$ cat src/rtl/scp_run_ctrl.sv
// ---------------------------------------------------------------------------
// scp_run_ctrl: run/boot sequencer for the single-cycle processor core.
//
// Loads a program into instruction memory over a valid/ready stream and then
// releases the core from reset. While the core runs, it can free-run or
// advance one instruction per step pulse. Execution stops on a HALT opcode,
// on reaching a cycle limit, or when a program overflows instruction memory.
// The number of executed cycles and the stop cause are reported.
//
// Ports:
//   clk, rstb              clock (rising edge), synchronous active-high reset
//   start                  pulse: begin a program load (IDLE/DONE only)
//   load_valid/ready/data/last  program word stream
//   imem_we/addr/wdata     instruction-memory write port
//   instr                  instruction currently fetched by the core
//   step_mode, step        single-step control
//   core_rst, core_en      core reset hold and per-cycle update enable
//   done, halt_cause       run finished; 00 none, 01 HALT, 10 limit, 11 overflow
//   cycle_count            number of enabled core cycles
// ---------------------------------------------------------------------------
module scp_run_ctrl #(
  parameter int unsigned IMEM_AW    = 8,
  parameter logic [31:0] MAX_CYCLES = 32'd100000,
  parameter logic [31:0] HALT_INSTR = 32'hFC000000
) (
  input  logic               clk,
  input  logic               rstb,
  input  logic               start,
  input  logic               load_valid,
  output logic               load_ready,
  input  logic [31:0]        load_data,
  input  logic               load_last,
  output logic               imem_we,
  output logic [IMEM_AW-1:0] imem_addr,
  output logic [31:0]        imem_wdata,
  input  logic [31:0]        instr,
  input  logic               step_mode,
  input  logic               step,
  output logic               core_rst,
  output logic               core_en,
  output logic               done,
  output logic [1:0]         halt_cause,
  output logic [31:0]        cycle_count
);

  localparam logic [1:0] StIdle = 2'd0;
  localparam logic [1:0] StLoad = 2'd1;
  localparam logic [1:0] StRun  = 2'd2;
  localparam logic [1:0] StDone = 2'd3;

  localparam logic [1:0] CauseNone  = 2'b00;
  localparam logic [1:0] CauseHalt  = 2'b01;
  localparam logic [1:0] CauseLimit = 2'b10;
  localparam logic [1:0] CauseOvf   = 2'b11;

  localparam logic [IMEM_AW-1:0] AddrMax = '1;

  logic [1:0]         state_q, state_d;
  logic [IMEM_AW-1:0] addr_q, addr_d;
  logic [31:0]        count_q, count_d;
  logic [1:0]         cause_q, cause_d;

  logic is_halt;
  logic run_en;
  logic [31:0] count_inc;

  assign is_halt   = (instr == HALT_INSTR);
  // A HALT cycle is never enabled, so HALT and the cycle limit are exclusive.
  assign run_en    = (state_q == StRun) && (!step_mode || step) && !is_halt;
  assign count_inc = count_q + 32'd1;

  always_comb begin
    state_d = state_q;
    addr_d  = addr_q;
    count_d = count_q;
    cause_d = cause_q;
    case (state_q)
      StIdle, StDone: begin
        if (start) begin
          state_d = StLoad;
          addr_d  = '0;
          count_d = '0;
          cause_d = CauseNone;
        end
      end
      StLoad: begin
        if (load_valid) begin
          addr_d = addr_q + 1'b1;
          if (load_last) begin
            state_d = StRun;
          end else if (addr_q == AddrMax) begin
            // Final slot written without load_last: program does not fit.
            state_d = StDone;
            cause_d = CauseOvf;
          end
        end
      end
      StRun: begin
        if (is_halt) begin
          state_d = StDone;
          cause_d = CauseHalt;
        end else if (run_en) begin
          count_d = count_inc;
          if (count_inc == MAX_CYCLES) begin
            state_d = StDone;
            cause_d = CauseLimit;
          end
        end
      end
      default: state_d = StIdle;
    endcase
  end

  always_ff @(posedge clk) begin
    if (rstb) begin
      state_q <= StIdle;
      addr_q  <= '0;
      count_q <= '0;
      cause_q <= CauseNone;
    end else begin
      state_q <= state_d;
      addr_q  <= addr_d;
      count_q <= count_d;
      cause_q <= cause_d;
    end
  end

  // Strobes are masked by rstb so a reset landing mid-LOAD/RUN takes effect
  // in the same cycle rather than one edge later.
  assign load_ready  = !rstb && (state_q == StLoad);
  assign imem_we     = load_ready && load_valid;
  assign imem_addr   = addr_q;
  assign imem_wdata  = load_data;
  assign core_en     = !rstb && run_en;
  assign core_rst    = rstb || (state_q == StIdle) || (state_q == StLoad);
  assign done        = !rstb && (state_q == StDone);
  assign halt_cause  = cause_q;
  assign cycle_count = count_q;

endmodule
$ cat config.mk
export PLATFORM = sky130hd
export DESIGN_NAME = scp_run_ctrl
export DESIGN_NICKNAME = d
export VERILOG_FILES = /design/src/rtl/scp_run_ctrl.sv
export SDC_FILE = /design/constraint.sdc
export NUM_CORES = 1
export LEC_CHECK = 0
export ABC_AREA = 1
export CELL_PAD_IN_SITES_DETAIL_PLACEMENT = 1
export CELL_PAD_IN_SITES_GLOBAL_PLACEMENT = 1
export CORE_ASPECT_RATIO = 0.8
export CORE_MARGIN = 3
export CORE_UTILIZATION = 30
export CTS_CLUSTER_SIZE = 10
export DETAILED_ROUTE_END_ITERATION = 7
export GPL_ROUTABILITY_DRIVEN = 0
export HOLD_SLACK_MARGIN = 0.02
export PLACE_DENSITY = 0.85
export SYNTH_ARGS = -nofsm -noshare
export SYNTH_HDL_FRONTEND = slang
export SYNTH_SLANG_ARGS = --single-unit
$ cat constraint.sdc
create_clock -name clk -period 5.8 [get_ports clk]
set_input_delay 1.16 -clock clk [delete_from_list [all_inputs] [get_ports clk]]
set_output_delay 1.16 -clock clk [all_outputs]
set_load 0.05 [all_outputs]
==> results.md <==
- Multi-input gate area: 1910 um^2
- Final Cell Area: 4210 um^2
- Ys flop type: dfxtp_1
- Worst skew pair latency: 290 ps
- Htree depth: 2
- Max_slew headroom: 0.590
- Min cycle time layout: 4480 ps
- Post-synth EDFFs: 0
- Worst r2r dst: state_q[0]
- Top cell type by total area after synthesis: dfxtp_1
- Syn_nets: 621
- Initial antenna violation count: 0
- Total clock sinks: 44
- Post-CTS setup buffer count: 0
- Worst-path clk slew: 60 ps
- I/O Buffers: 85
- RSZ-0062 raised after global routing: no
- CTS tree: done
- Placed cells: 725
- # setup viols final: 0
- DRT Pass-1 Iters: 4
- Residual DRC: 0
- Crit end category: primary output
- Post-DP HPWL: 8810 um
- Post-CTS Hold Fix Bufs: 0
- Share of cells above drive strength 1: 0.0490
- Worst EP required: 4640 ps
- LEAKAGE: 1.64 nW
- Placement Setup Slack: 1350 ps
- Slew Viols, Final: 0
- Antenna diodes: 0
- Outcome: finished clean
- CTS root buf: clkbuf_16
- Synth Instances: 543
- Grt ovf: 0
- Arr. time, crit path: 3320 ps
- Max-capacitance violation count: 0
- Post-DRT Antenna Nets: 0
- Post-synthesis sequential area ratio: 0.265
- Final period util: 0.772
- FF-to-FF Start: cycle_count[1]
- Clk_skew: 8.65 ps
- Power Density: 440 nW/um^2
- Routed vias/inst: 5.11
- FP Rows: 33
- Most frequent cell after synthesis: nand2_1
- Total Power: 1.85 mW
- Post-synthesis cell type count: 27
- Post-Syn Area: 3320 um^2
- Final Hold Viols: 0
- Worst setup path end: core_rst
- Seq cells post-synth: 44
- Maximum vdd drop: 0.000262 V
- Top post-synthesis cells by area: dfxtp_1, nand2_1, nor2_1, buf_4, a21oi_1
- Tightest Pin Transition: 615 ps
- Nature of the critical path startpoint: input port
- Top-area cell type share of the netlist area: 0.265
- Placed Instance Area: 4080 um^2
- TritonCTS Buffers: 5
- Most instantiated cells after synthesis: nand2_1, nor2_1, inv_1
- CTS Buffer Depth: 2
- Area added between synthesis and finish: 26.7%
- Critical Path Start: rstb
- DR iter-0 viols: 195
- Hold path startpoint: halt_cause[0]
- Die ar.: 12400 um^2
- Flop2flop setup slack: 3180 ps
- Final WS setup: 1320 ps
- WS Path Type: input port to primary output
- Ports: 150
- Routed Wire Length: 11400 um
- Register area: 881 um^2
- Filler cells: 1383
- WL/cell: 15.6 um
- Hold Crit Class: flip-flop to flip-flop
- Pin count of the biggest net entering global routing: 62
- Vias in the first global route: 3783
- Ys Warns: 0
- Post_cts resized: 0
- Final net count: 670
- Core footprint: 10500 um^2
- Initial Util: 0.316
- Cell Count, Final, Fillers Out: 732
- Syn Area/Cell: 6.12 um^2
- Via Count: 3744
- Gr usage total: 0.181
- Die Wd: 124 um
- Peak Freq: 0.223 GHz
- Die Ht: 100 um
- R2R depth: 17
- TNS Setup: 0 ps
- First-pass GRT wire length: 18200 um
- CP Max Fanout: 34
- Async SR Flop Fraction: 0
-- logic make-up after synthesis --
group | count (synthesis) | synth area share
XOR/XNOR | 4 | 0.0105
AND/OR/NAND/NOR | 286 | 0.378
flip-flops | 44 | 0.265
AO/OA/AOI/OAI | 92 | 0.159
buffers and inverters | 110 | 0.161
adder cells (fa/ha/maj) | 7 | 0.0264
-- placed cells by master, fill, tap and decap left out --
master	n
a211oi_1	23
a21o_1	1
a21oi_1	47
a21oi_2	2
buf_4	3
clkbuf_1	1
clkbuf_16	5
clkdlybuf4s50_1	85
clkinv_1	1
clkinv_2	1
dfxtp_1	44
ha_1	7
inv_1	61
inv_2	2
nand2_1	135
nand2_2	4
nand2_4	3
nand3_1	36
nand4_1	7
nor2_1	78
nor2_2	3
nor2_4	5
nor2_8	1
nor3_1	11
nor3b_1	3
o21ai_0	13
o21ai_1	5
o22ai_1	1
xor2_1	4
-- metrics by stage --
step	utilization	hold slack, ps
final	0.400	464
after global placement	0.387	458
after CTS	0.400	467
after detailed placement	0.387	458
after global routing	0.400	504
after floorplan	-	472
-- sequential cells by signal, summed over array words and instances, names as in the netlist --
signal       count
cycle_count     32
halt_cause       2
imem_addr        8
state_q          2
-- final cells by class --
| cell class | count | area share |
|---|---|---|
| well taps | 140 | 0.0416 |
| clock inverters | 1 | 0.00119 |
| inverters | 64 | 0.0571 |
| repair buffers | 88 | 0.207 |
| multi-input cells | 389 | 0.453 |
| flip-flops and latches | 44 | 0.209 |
| clock buffers | 6 | 0.0306 |
-- report_power, final --
group          switching [mW]  internal (mW)  total (mW)
registers              0.0923          0.379       0.472
logic                   0.763          0.337        1.10
clock network           0.123          0.157       0.280
total                   0.978          0.873        1.85
-- critical path, cell delays in order --
cell	delay, ps
clkdlybuf4s50_1	460
buf_4	380
inv_1	300
nand2_1	150
clkdlybuf4s50_1	840
-- worst min path at each step --
stage	to	cells past startpoint	slack [ps]
4_1_cts	halt_cause[0]	2	470
2_1_floorplan	state_q[1]	2	470
6_report	halt_cause[0]	2	460
3_5_place_dp	halt_cause[0]	2	460
3_3_place_gp	halt_cause[0]	2	460
5_1_grt	halt_cause[0]	2	500
-- per-layer routing --
layer	track usage	vias to the layer above	wire, um
li1	-	1812	-
met1	0.229	1793	5100
met2	0.312	121	5330
met3	0.0383	18	768
met4	0.0511	0	206
met5	0	-	0
Note: power is estimated with default switching activity, not from simulation.
